## config.mk

```make
export PLATFORM = sky130hd
export DESIGN_NAME = clic_ip_ctrl_flat
export DESIGN_NICKNAME = d
export VERILOG_FILES = /design/src/rtl/clic_ip_ctrl_if.sv /design/src/rtl/clic_ip_ctrl.sv /design/src/flat_wrapper.sv
export SDC_FILE = /design/constraint.sdc
export NUM_CORES = 1
export LEC_CHECK = 0
export ABC_AREA = 1
export CORE_AREA = 2 2 107 150
export DETAILED_ROUTE_END_ITERATION = 6
export DIE_AREA = 0 0 109 152
export PLACE_DENSITY = 0.79
export SLEW_MARGIN = 25
export SYNTH_ARGS = -nofsm -noshare
export SYNTH_HDL_FRONTEND = slang
export SYNTH_SLANG_ARGS = --single-unit
```

## constraint.sdc

```tcl
create_clock -name clk_i -period 7.7 [get_ports clk_i]
set_input_delay 1.925 -clock clk_i [delete_from_list [all_inputs] [get_ports clk_i]]
set_output_delay 1.925 -clock clk_i [all_outputs]
set_load 0.02 [all_outputs]
```

## src/rtl/clic_ip_ctrl_if.sv

```systemverilog
// Core acknowledge channel for the CLIC pending-bit controller.
// An ack transfers on a clock edge where ack_valid_i and ack_ready_o are both high.
interface clic_ip_ctrl_if #(
    parameter int SrcW = 5
) ();
    logic            ack_valid_i;
    logic [SrcW-1:0] ack_id_i;
    logic            ack_ready_o;
    logic            ack_err_o;

    modport master (
        output ack_valid_i,
        output ack_id_i,
        input  ack_ready_o,
        input  ack_err_o
    );

    modport slave (
        input  ack_valid_i,
        input  ack_id_i,
        output ack_ready_o,
        output ack_err_o
    );
endinterface

```

## src/rtl/clic_ip_ctrl.sv

```systemverilog
// Per-source interrupt pending generation for the CLIC: synchronise, apply trigger mode,
// merge software writes and clear edge-triggered pending on core acknowledge.
module clic_ip_ctrl #(
    parameter int N_SOURCE    = 32,
    parameter int SYNC_STAGES = 2,
    parameter int SrcW        = $clog2(N_SOURCE)
) (
    input  logic                clk_i,
    input  logic                rst_i,
    input  logic [N_SOURCE-1:0] intr_src_i,
    input  logic [N_SOURCE-1:0] le_i,
    input  logic [N_SOURCE-1:0] pol_i,
    input  logic [N_SOURCE-1:0] sw_we_i,
    input  logic [N_SOURCE-1:0] sw_wdata_i,
    clic_ip_ctrl_if.slave       ack_if,
    output logic [N_SOURCE-1:0] ip_o,
    output logic [N_SOURCE-1:0] ip_de_o,
    output logic                dbg_state_o
);

    typedef enum logic {
        ST_WARMUP = 1'b0,
        ST_READY  = 1'b1
    } state_e;

    state_e state_q, state_d;
    logic   ack_ready;

    logic [N_SOURCE-1:0] s;
    logic [N_SOURCE-1:0] prev_q;
    logic [N_SOURCE-1:0] pending_q, pending_d;
    logic [N_SOURCE-1:0] ip_de_q;
    logic                ack_err_q, ack_err_d;
    logic                ack_acc;

    if (SYNC_STAGES == 0) begin : g_nosync
        assign s = intr_src_i;
    end else begin : g_sync
        logic [N_SOURCE-1:0] sync_q [SYNC_STAGES];
        always_ff @(posedge clk_i or posedge rst_i) begin
            if (rst_i) begin
                for (int k = 0; k < SYNC_STAGES; k++) sync_q[k] <= '0;
            end else begin
                sync_q[0] <= intr_src_i;
                for (int k = 1; k < SYNC_STAGES; k++) sync_q[k] <= sync_q[k-1];
            end
        end
        assign s = sync_q[SYNC_STAGES-1];
    end

    // Acks are held off for one cycle after reset release.
    always_comb begin
        state_d   = state_q;
        ack_ready = 1'b0;
        case (state_q)
            ST_WARMUP: state_d   = ST_READY;
            ST_READY:  ack_ready = 1'b1;
            default:   state_d   = ST_WARMUP;
        endcase
    end

    assign ack_acc   = ack_if.ack_valid_i & ack_ready;
    assign ack_err_d = ack_acc & (int'(ack_if.ack_id_i) >= N_SOURCE);

    // Edge detection compares raw synchronised levels so a polarity flip alone is not an edge.
    always_comb begin
        pending_d = pending_q;
        for (int i = 0; i < N_SOURCE; i++) begin
            if (!le_i[i]) begin
                pending_d[i] = s[i] ^ pol_i[i];
            end else if ((s[i] != prev_q[i]) && (s[i] ^ pol_i[i])) begin
                pending_d[i] = 1'b1;
            end else if (ack_acc && (ack_if.ack_id_i == SrcW'(i))) begin
                pending_d[i] = 1'b0;
            end else if (sw_we_i[i]) begin
                pending_d[i] = sw_wdata_i[i];
            end
        end
    end

    always_ff @(posedge clk_i or posedge rst_i) begin
        if (rst_i) begin
            state_q   <= ST_WARMUP;
            prev_q    <= '0;
            pending_q <= '0;
            ip_de_q   <= '0;
            ack_err_q <= 1'b0;
        end else begin
            state_q   <= state_d;
            prev_q    <= s;
            pending_q <= pending_d;
            ip_de_q   <= pending_d ^ pending_q;
            ack_err_q <= ack_err_d;
        end
    end

    assign ip_o               = pending_q;
    assign ip_de_o            = ip_de_q;
    assign ack_if.ack_ready_o = ack_ready;
    assign ack_if.ack_err_o   = ack_err_q;
    assign dbg_state_o        = state_q;

endmodule

```

## src/flat_wrapper.sv

```systemverilog
// flat-port wrapper written by rule: the top's interface ports become plain ports
module clic_ip_ctrl_flat 
#(
    parameter int N_SOURCE    = 32,
    parameter int SYNC_STAGES = 2,
    parameter int SrcW        = $clog2(N_SOURCE)
)
  (clk_i, rst_i, intr_src_i, le_i, pol_i, sw_we_i, sw_wdata_i, ip_o, ip_de_o, dbg_state_o, ack_if_ack_valid_i, ack_if_ack_id_i, ack_if_ack_ready_o, ack_if_ack_err_o);
  clic_ip_ctrl_if #(.SrcW(SrcW)) ack_if_i ();
  input  logic clk_i;
  input  logic rst_i;
  input  logic [N_SOURCE-1:0] intr_src_i;
  input  logic [N_SOURCE-1:0] le_i;
  input  logic [N_SOURCE-1:0] pol_i;
  input  logic [N_SOURCE-1:0] sw_we_i;
  input  logic [N_SOURCE-1:0] sw_wdata_i;
  output logic [N_SOURCE-1:0] ip_o;
  output logic [N_SOURCE-1:0] ip_de_o;
  output logic dbg_state_o;
  input wire logic [$bits(ack_if_i.ack_valid_i)-1:0] ack_if_ack_valid_i;
  input wire logic [$bits(ack_if_i.ack_id_i)-1:0] ack_if_ack_id_i;
  output wire logic [$bits(ack_if_i.ack_ready_o)-1:0] ack_if_ack_ready_o;
  output wire logic [$bits(ack_if_i.ack_err_o)-1:0] ack_if_ack_err_o;
  assign ack_if_i.ack_valid_i = ack_if_ack_valid_i;
  assign ack_if_i.ack_id_i = ack_if_ack_id_i;
  assign ack_if_ack_ready_o = ack_if_i.ack_ready_o;
  assign ack_if_ack_err_o = ack_if_i.ack_err_o;
  clic_ip_ctrl #(.N_SOURCE(N_SOURCE), .SYNC_STAGES(SYNC_STAGES), .SrcW(SrcW)) u_core (.clk_i(clk_i), .rst_i(rst_i), .intr_src_i(intr_src_i), .le_i(le_i), .pol_i(pol_i), .sw_we_i(sw_we_i), .sw_wdata_i(sw_wdata_i), .ack_if(ack_if_i), .ip_o(ip_o), .ip_de_o(ip_de_o), .dbg_state_o(dbg_state_o));
endmodule
```

# Word level (Yosys, flattened, before mapping)
# Cells that the tools add are included.
totals:
  regBits: 161
  latch_bits: 0
  ram_bits: 0
  mem_bits_ro: 0
  in_bits: 168
  output_inout_bits: 67
  elab_cells: 297
  n_memories: 0
op_classes:
  add_sub_neg: 0
  mul: 0
  n_div: 0
  order_cmp: 0
  n_eq_ne: 63
  n_shift: 0
  mux: 129
  bitwise_logic: 34
  reduce_logical: 65
op_table:
  columns: ["operator", "count"]
  rows:
  - ["1-bit two-way mux", 129]
  - ["5-bit equality test, second input constant", 16]
  - ["1-bit logical AND", 64]
  - ["5-bit by 4-bit equality test with 1-bit output, second input constant", 8]
  - ["1-bit inequality test", 32]
  - ["1-bit XOR", 32]
  - ["32-bit XOR", 1]
  - ["5-bit by 3-bit equality test with 1-bit output, second input constant", 4]
  - ["5-bit by 2-bit equality test with 1-bit output, second input constant", 2]
  - ["5-bit by 1-bit equality test with 1-bit output, second input constant", 1]
  - ["5-bit zero test", 1]
  - ["1-bit bitwise AND", 1]

# Longest topological paths before layout
# Gate-level depths: netlist of the first run.
logic_depth:
  depth_word: 7
  mapped_depth: 8

# Worst setup path after synthesis of the first run
# No wires, ideal clock.
synth_path:
  path_type: "input to register"
  from: "in ack_if_ack_valid_i"
  to: "reg u_core.ip_de_q[14], in the netlist u_core.ip_de_o[14]"
  setup_time_ns: 0.117
  arrival_ns: 2.580
  required_ns: 7.583
  path_slack_ns: 5.003
  path_stages: 8
  path_cell_list: "nand2_2 > nor2_4 > buf_4 > nand2_1 > nand2_1 > nand2_1 > nand2_1 > nand2_1"
synth_via:
  elab_chain_len: 6
synth_lines:
  columns: ["item", "line", "rtl"]
  rows:
  - ["start, declared", "flat_wrapper.sv:20", "input wire logic [$bits(ack_if_i.ack_valid_i)-1:0] ack_if_ack_valid_i;"]
  - ["1-bit bitwise AND", "clic_ip_ctrl.sv:62", "assign ack_acc = ack_if.ack_valid_i & ack_ready;"]
  - ["1-bit logical AND", "clic_ip_ctrl.sv:73", "end else if (ack_acc && (ack_if.ack_id_i == SrcW'(i))) begin"]
  - ["1-bit two-way mux", "clic_ip_ctrl.sv:73", null]
  - ["1-bit two-way mux", "clic_ip_ctrl.sv:71", "end else if ((s[i] != prev_q[i]) && (s[i] ^ pol_i[i])) begin"]
  - ["1-bit two-way mux", "clic_ip_ctrl.sv:69", "if (!le_i[i]) begin"]
  - ["named net u_core.pending_d[14]", "clic_ip_ctrl.sv:31", "logic [N_SOURCE-1:0] pending_q, pending_d;"]
  - ["32-bit XOR", "clic_ip_ctrl.sv:92", "ip_de_q <= pending_d ^ pending_q;"]
  - ["end signal, assigned", "clic_ip_ctrl.sv:92", null]
  - ["end, declared", "clic_ip_ctrl.sv:32", "logic [N_SOURCE-1:0] ip_de_q;"]
# The timed path passes the listed nets, and every way through them passes these cells.

==> results of run 1 <==
[kinds of logic (layout without fill, tap and decap cells)]
kind of cell	Yosys count	after routing	share of synthesized area, %
AO/OA/AOI/OAI	64	64	4.69
buffers and inverters	202	464	11.4
flip-flops	161	161	58.9
other	2	2	0.110
AND/OR/NAND/NOR	412	412	24.9
[cell usage in the layout (no fill, tap or decap)]
| cell type | instances |
|---|---|
| nor2_4 | 2 |
| conb_1 | 2 |
| inv_2 | 1 |
| clkdlybuf4s50_1 | 233 |
| clkbuf_16 | 17 |
| buf_4 | 1 |
| nor2_1 | 49 |
| inv_8 | 4 |
| inv_6 | 8 |
| bufinv_16 | 2 |
| a21oi_1 | 32 |
| dfrtp_1 | 161 |
| clkinv_4 | 2 |
| nand2_2 | 23 |
| nand3_1 | 66 |
| o21ai_0 | 32 |
| inv_1 | 196 |
| nand2_1 | 272 |
[final timing paths]
path	startpoint	endpoint	slack, ns
min in group asynchronous	rst_i	u_core.s[30]$_DFF_PP0_	2.06
hold / removal	u_core.g_sync.sync_q[51]$_DFF_PP0_	u_core.s[19]$_DFF_PP0_	0.35
setup / recovery	rst_i	u_core.prev_q[27]$_DFF_PP0_	4.21
setup reg to reg	u_core.dbg_state_o$_DFF_PP0_	u_core.ip_de_o[0]$_DFF_PP0_	6.15
hold reg to reg	u_core.g_sync.sync_q[51]$_DFF_PP0_	u_core.s[19]$_DFF_PP0_	0.35
max in group clk_i	u_core.ip_o[22]$_DFF_PP0_	ip_o[22]	4.30
[registers in the layout, summed over array words and instances, names as in the netlist]
| name | flops |
|---|---|
| u_core.g_sync.sync_q | 32 |
| u_core.ip_de_o | 32 |
| u_core.ip_o | 32 |
| u_core.prev_q | 32 |
| u_core.s | 32 |
| u_core.dbg_state_o | 1 |
[area by class of cell]
class	instances	area [sq um]	share of cell area [%]
Inverter	198	748	7.48
Sequential cell	161	4030	40.3
Clock buffer	17	425	4.25
Timing Repair Buffer	234	2340	23.4
Tap cell	196	245	2.45
Multi-Input combinational cell	478	2030	20.3
Clock inverter	15	184	1.84
[metrics by stage]
| stage | instances | instance area, sq um | hold WS (ns) | total power [mW] |
|---|---|---|---|---|
| 2_1_floorplan | 841 | 6840 | 0.331 | 1.16 |
| 3_3_place_gp | 1267 | 9390 | 0.332 | 1.38 |
| 3_5_place_dp | 1267 | 9390 | 0.335 | 1.39 |
| 4_1_cts | 1299 | 10000 | 0.349 | 2.27 |
| 5_1_grt | 1299 | 10000 | 0.351 | 2.35 |
| 6_report | 1299 | 10000 | 0.347 | 2.24 |
[where the power goes]
part           switching (mW)  internal, mW
registers              0.0442         0.918
clock network           0.372         0.495
logic                   0.206         0.206
[critical path, cell delays in order]
cell,delay (ns)
clkdlybuf4s50_1,0.47
inv_6,0.61
buf_4,0.82
[Yosys cell counts]
library cell	instances	area, sq um
buf_4	3	22.5
nor2_4	2	22.5
nand2_1	272	1020
nor2_1	49	184
inv_1	197	739
o21ai_0	32	160
conb_1	2	7.51
a21oi_1	32	160
buf_6	1	11.3
nand2_2	23	144
dfrtp_1	161	4030
inv_2	1	3.75
nand3_1	66	330
[metal layers]
layer | up-vias | routed length [microns] | track usage, %
met1 | 2664 | 6210 | 23.1
met3 | 32 | 925 | 5.19
met4 | 2 | 414 | 8.00
met5 | - | 13 | 0
li1 | 2988 | - | -
met2 | 156 | 9060 | 38.0
==> results.yml, run 1 <==
status:
  status: "finished, final reports clean"
sta:
  clock_skew_ns: 0.00813
  fin_tns_setup_ns: 0
  layout_setup_ws_ns: 4.21
  slew_headroom_pct: 43.0
  finalSetupViolations: 0
  worst_pin_slew_ns: 0.855
  period_needed_ns: 3.49
  rsz0062_at_grt: "no"
  fmax_mhz: 287
  slew_violations: 0
  fin_crit_sh_pct: 45.3
  hold_violations: 0
finish:
  final_core_util_pct: 65.2
  drive_above_1_share_pct: 5.44
  final_nets: 1258
  fillers: 1286
  syn2layout_area_growth_pct: 46.3
  antennaDiodeCount: 0
yosys:
  syn_area_sq_um: 6840
  ys_types: 13
  syn_avg_cell_area_sq_um: 8.13
  synth-seq-cells: 161
  yosys_warnings: 0
  synth-seq-area-share_pct: 58.9
  syn_nets: 1009
  synthCells: 841
global_routing:
  grt_pass1_vias: 5845
  grt_pass1_wl_microns: 26800
  grt_max_degree: 95
  grtUsageTotal_pct: 21.0
  overflow: 0
  antenna_found_initial: 1
placed_design:
  io_buffers: 233
  hpwl_microns: 13000
  place_congestion: 0.851
  place_ws_ns: 3.72
setup_path:
  cp_max_fo: 94
  reg2reg_depth: 7
  crit_required_ns: 8.13
  endpoint_kind: "async pin"
  arrival_ns: 3.92
  crit_type: "in -> async"
  start_kind: "input pin"
hold_path:
  holdCritPathClass: "reg -> reg"
  holdPathStages: 0
flow_run:
  cap_violations: 0
drt:
  dr_total_vias: 5842
  wl_per_cell_microns: 12.8
  remaining_drc_errors: 0
  antenna_left: 0
  drt-pass1-iter-count: 6
  vias_per_cell: 4.50
  drt_iter0_markers: 245
  routed_wl_microns: 16600
floorplan:
  die_w_microns: 109
  initial_utilization_pct: 44.6
  core-area_sq_um: 15300
  io-pin-count: 235
  die_area_sq_um: 16600
  die_y_microns: 152
  fp-row-count: 54
clocking:
  cts_sinks: 161
  cts_root_buf: "clkbuf_16"
  cts_inserted_buffers: 17
  clk_latency_ns: 0.42
  holdBufCountCts: 0
  cts_resized: 0
  cts_tree: "yes"
  path_clk_slew_ns: 0.07
  h-tree-depth: 4
  cts.path.max_buffers: 2
  post_cts_buffers: 0
pwr:
  peakVddDrop_uv: 140
  leakagePower_nw: 5.12
  powerDensity_nw_per_um2: 224
Power figures use the tool's default switching activity.
==> run 2, diff against run 1 <==
==> constraint.sdc (replaced) <==
create_clock -name clk_i -period 3.3 [get_ports clk_i]
set_input_delay 0.825 -clock clk_i [delete_from_list [all_inputs] [get_ports clk_i]]
set_output_delay 0.825 -clock clk_i [all_outputs]
set_load 0.02 [all_outputs]
==> run 2 against run 1 <==
Clock power rose by 130%. Clock-buffer cell count up 4. Sequential share of layout area about the same. Clock skew grew 0.0012 ns. Design area grew 0.11%. Critical path type is now reg -> out. Register-to-register slack got worse by 4.3 ns. Power is 130% higher. Combinational power grew 130%. Cell count barely moved. Global-route usage grew 0.77 points. Critical path depth fell by 2. Utilization grew 0.073 points.
==> results.yml, run 2 (synthesized netlist as in run 1, its figures left out) <==
floorplan:
  die_area_sq_um: 16600
  fp-row-count: 54
  die_y_microns: 152
  initial_utilization_pct: 44.6
  io-pin-count: 235
  die_w_microns: 109
  core-area_sq_um: 15300
finish:
  final_common_cell: "nand2_1"
  antennaDiodeCount: 0
  final_cell_mix: "272 x nand2_1, 233 x clkdlybuf4s50_1, 196 x inv_1, 161 x dfrtp_1, 66 x nand3_1"
  fin_cells: 1298
  final_nets: 1259
  design_area_sq_um: 10000
  drive_above_1_share_pct: 5.26
  fillers: 1243
  syn2layout_area_growth_pct: 46.5
clocking:
  cts_tree: "yes"
  cts_sinks: 161
  cts_root_buf: "clkbuf_16"
  path_clk_slew_ns: 0.06
  cts_inserted_buffers: 17
  h-tree-depth: 4
  post_cts_buffers: 0
  holdBufCountCts: 0
  cts_resized: 0
  cts.path.max_buffers: 2
  clk_latency_ns: 0.42
setup_path:
  arrival_ns: 1.47
  endpoint_kind: "output pin"
  cp_slowest_cell: "clkdlybuf4s50_1"
  worst-path-buf-inv: 1
  start_kind: "register"
  cp_max_fo: 4
  crit_chain: "clkdlybuf4s50_1"
  crit_required_ns: 2.47
  cp_slowest_stage_delay_ns: 0.66
  crit_type: "reg -> out"
  critPathTopFamily: "buffers and inverters"
drt:
  antenna_left: 0
  wl_per_cell_microns: 13.1
  vias_per_cell: 4.56
  drt_iter0_markers: 177
  drt-pass1-iter-count: 5
  dr_total_vias: 5921
  routed_wl_microns: 17000
  remaining_drc_errors: 0
sta:
  finalSetupViolations: 0
  rsz0062_at_grt: "no"
  period_needed_ns: 2.29
  fin_crit_sh_pct: 69.4
  slew_headroom_pct: 53.6
  clock_skew_ns: 0.00937
  fmax_mhz: 437
  hold_violations: 0
  worst_pin_slew_ns: 0.697
  fin_tns_setup_ns: 0
  slew_violations: 0
global_routing:
  grt_pass1_vias: 6177
  antenna_found_initial: 0
  overflow: 0
  grt_pass1_wl_microns: 27600
  grt_max_degree: 126
  grtUsageTotal_pct: 21.8
hold_path:
  holdCritPathClass: "reg -> reg"
status:
  status: "finished, final reports clean"
placed_design:
  placed_cell_area_sq_um: 9410
  place_congestion: 0.803
  dp_cells: 1268
  io_buffers: 233
  hpwl_microns: 13100
pwr:
  leakagePower_nw: 5.11
  powerDensity_nw_per_um2: 520
  peakVddDrop_uv: 360
flow_run:
  cap_violations: 0
-- run 2: changes by cell type in the layout (fill, tap and decap cells not counted) --
| cell | before | now |
|---|---|---|
| inv_6 | 8 | 1 |
| inv_8 | 4 | 0 |
| clkinv_2 | 0 | 2 |
| bufinv_16 | 2 | 3 |
| clkinv_4 | 2 | 0 |
| clkbuf_1 | 0 | 1 |
| buf_12 | 0 | 1 |
| clkbuf_8 | 0 | 3 |
| clkinvlp_4 | 0 | 4 |
-- run 2: cell type report --
class	instances	area [sq um]	share of cell area (%)
clock buffer	21	470	4.70
clock inverter	9	131	1.31
timing repair buffer	235	2360	23.6
tap	196	245	2.45
inverter	198	747	7.46
multi-input combinational	478	2030	20.3
sequential	161	4030	40.2
-- run 2: worst paths after layout --
kind | from | depth (start not counted) | slack, ns | to
max in group asynchronous | rst_i | 3 | 1.71 | u_core.prev_q[20]$_DFF_PP0_
min in group asynchronous | rst_i | 2 | 0.68 | u_core.g_sync.sync_q[40]$_DFF_PP0_
hold reg to reg | u_core.g_sync.sync_q[45]$_DFF_PP0_ | 0 | 0.35 | u_core.s[13]$_DFF_PP0_
setup reg to reg | u_core.dbg_state_o$_DFF_PP0_ | 7 | 1.84 | u_core.ip_de_o[16]$_DFF_PP0_
setup / recovery | u_core.ip_o[6]$_DFF_PP0_ | 1 | 1.01 | ip_o[6]
hold / removal | u_core.g_sync.sync_q[45]$_DFF_PP0_ | 0 | 0.35 | u_core.s[13]$_DFF_PP0_
-- run 2: power by group --
part	internal (mW)	leakage [nW]	switching [mW]	total, mW
Sequential	2.14	1.89	0.101	2.25
Combinational	0.484	2.93	0.482	0.966
Clock	1.24	0.287	0.751	1.99
-- run 2: routing by layer --
metal	routed length, microns	part of all wire, %	GRT usage, %
met5	0	0	0
met4	647	3.8	12.5
met3	1040	6.1	6.52
met2	9180	54	38.0
met1	6150	36	22.6
-- run 2: through the flow --
| stage | hold WS (ns) | setup slack, ns | utilization [%] | power (mW) |
|---|---|---|---|---|
| CTS | 0.349 | 0.973 | 65.3 | 5.26 |
| floorplan | 0.331 | 0.432 | - | 2.71 |
| global placement | 0.331 | 0.891 | 61.4 | 3.22 |
| finish | 0.347 | 1.01 | 65.3 | 5.20 |
| global route | 0.346 | 0.902 | 65.3 | 5.46 |
| detailed placement | 0.335 | 0.847 | 61.4 | 3.25 |
==> run 3, diff against run 2 <==
==> constraint.sdc (replaced) <==
create_clock -name clk_i -period 2.25 [get_ports clk_i]
set_input_delay 0.5625 -clock clk_i [delete_from_list [all_inputs] [get_ports clk_i]]
set_output_delay 0.5625 -clock clk_i [all_outputs]
set_load 0.02 [all_outputs]
==> run 3 against run 2 <==
Clock power grew 41%. Design area grew 0.53%. Global-route usage shrank 0.66 points. Largest cell class unchanged. Setup slack lost 0.82 ns. Combinational power grew 47%.
==> results.yml, run 3 (synthesized netlist as in run 1, its figures left out) <==
setup_path:
  reg2reg_depth: 8
  rr_startpoint: "u_core.dbg_state_o$_DFF_PP0_"
  r2r_slack_ns: 0.88
  start_kind: "register"
  critPathTopFamily: "buffers and inverters"
  cp_slowest_stage_delay_ns: 0.65
  crit_type: "reg -> out"
  crit_chain: "clkdlybuf4s50_1"
  endpoint_kind: "output pin"
  r2r-end: "u_core.ip_de_o[2]$_DFF_PP0_"
  arrival_ns: 1.50
  crit_required_ns: 1.69
  cp_max_fo: 4
  cp_slowest_cell: "clkdlybuf4s50_1"
  worst-path-buf-inv: 1
pwr:
  peakVddDrop_uv: 547
  leakagePower_nw: 5.14
  power_switching_mw: 2.04
  power.share.switching_pct: 27.1
  internal_power_mw: 5.47
  pwr-share-seq_pct: 43.9
  p_clk_share_pct: 37.3
  powerDensity_nw_per_um2: 746
  p_comb_share_pct: 18.9
global_routing:
  grt_pass1_wl_microns: 26700
  antenna_found_initial: 0
  grtUsageTotal_pct: 21.1
  grt_max_degree: 52
  grt_pass1_vias: 5870
  overflow: 0
clocking:
  cts_inserted_buffers: 17
  cts_resized: 0
  post_cts_buffers: 0
  holdBufCountCts: 0
  h-tree-depth: 4
  cts_root_buf: "clkbuf_16"
  cts_tree: "yes"
  cts.path.max_buffers: 2
  clk_latency_ns: 0.41
  cts_sinks: 161
  path_clk_slew_ns: 0.06
sta:
  finalSetupViolations: 0
  rsz0062_at_grt: "no"
  slew_violations: 0
  layout_setup_ws_ns: 0.192
  fmax_mhz: 486
  period_needed_ns: 2.06
  hold_violations: 0
  fin_crit_sh_pct: 91.5
  clock_skew_ns: 0.00561
placed_design:
  hpwl_microns: 13200
  place_congestion: 0.853
  io_buffers: 233
  place_ws_ns: 0.265
floorplan:
  die_area_sq_um: 16600
  fp-row-count: 54
  io-pin-count: 235
  die_w_microns: 109
  core-area_sq_um: 15300
  initial_utilization_pct: 44.6
  die_y_microns: 152
finish:
  fillers: 1262
  syn2layout_area_growth_pct: 47.2
  final_cell_mix: "272 x nand2_1, 233 x clkdlybuf4s50_1, 196 x inv_1, 161 x dfrtp_1, 66 x nand3_1"
  antennaDiodeCount: 0
  final_common_cell: "nand2_1"
  drive_above_1_share_pct: 5.69
  final_nets: 1262
  multi_input_area_sq_um: 2030
  final_core_util_pct: 65.6
  regArea_sq_um: 4030
hold_path:
  holdCritPathClass: "reg -> reg"
  worstHoldStart: "u_core.g_sync.sync_q[41]$_DFF_PP0_"
  holdPathStages: 0
  min_to: "u_core.s[9]$_DFF_PP0_"
drt:
  drt-pass1-iter-count: 4
  vias_per_cell: 4.54
  routed_wl_microns: 16600
  antenna_left: 0
  wl_per_cell_microns: 12.7
  drt_iter0_markers: 218
  dr_total_vias: 5910
  remaining_drc_errors: 0
flow_run:
  cap_violations: 0
status:
  status: "finished, final reports clean"
run 3: worst max path at each step:
stage               depth (start not counted)                      endpoint  slack, ns                       from
detailed placement                          9  u_core.ip_de_o[18]$_DFF_PP0_       0.26         ack_if_ack_id_i[4]
CTS                                         1                      ip_o[11]       0.17  u_core.ip_o[11]$_DFF_PP0_
global route                                1                       ip_o[5]       0.12   u_core.ip_o[5]$_DFF_PP0_
floorplan                                   1  u_core.dbg_state_o$_DFF_PP0_      -0.36                      rst_i
global placement                            9  u_core.ip_de_o[18]$_DFF_PP0_       0.32         ack_if_ack_id_i[4]
finish                                      1                      ip_o[11]       0.19  u_core.ip_o[11]$_DFF_PP0_
run 3: per-layer routing:
metal / vias up / part of all wire [%] / GRT usage, %
li1: 2987 / - / -
met1: 2738 / 36 / 22.1
met2: 153 / 55 / 38.9
met3: 32 / 5.8 / 5.53
met4: 0 / 2.8 / 8.55
met5: - / 0 / 0
run 3: area by class of cell:
| type | count | share of cell area (%) |
|---|---|---|
| clock buffer | 20 | 4.54 |
| clock inverter | 12 | 1.24 |
| inverter | 198 | 7.42 |
| multi-input combinational | 478 | 20.2 |
| sequential | 161 | 40.0 |
| tap | 196 | 2.44 |
| timing repair buffer | 238 | 24.2 |
run 3: power by group through the flow:
| stage | Sequential [mW] | Combinational, mW | Clock (mW) |
|---|---|---|---|
| after global routing | 3.32 | 1.56 | 3.00 |
| after CTS | 3.30 | 1.44 | 2.86 |
| after floorplan | 3.52 | 0.445 | 0 |
| final | 3.29 | 1.42 | 2.80 |
| after global placement | 3.34 | 1.40 | 0 |
| after detailed placement | 3.34 | 1.43 | 0 |
run 3: per-stage QoR:
stage / setup TNS (ns) / std cells / hold slack, ns / cell area [sq um] / power [mW]
floorplan: -57.21 / 841 / 0.331 / 6840 / 3.97
global placement: 0 / 1271 / 0.332 / 9480 / 4.74
detailed placement: 0 / 1271 / 0.335 / 9480 / 4.77
CTS: 0 / 1303 / 0.349 / 10100 / 7.59
global route: 0 / 1303 / 0.352 / 10100 / 7.89
finish: 0 / 1303 / 0.348 / 10100 / 7.51
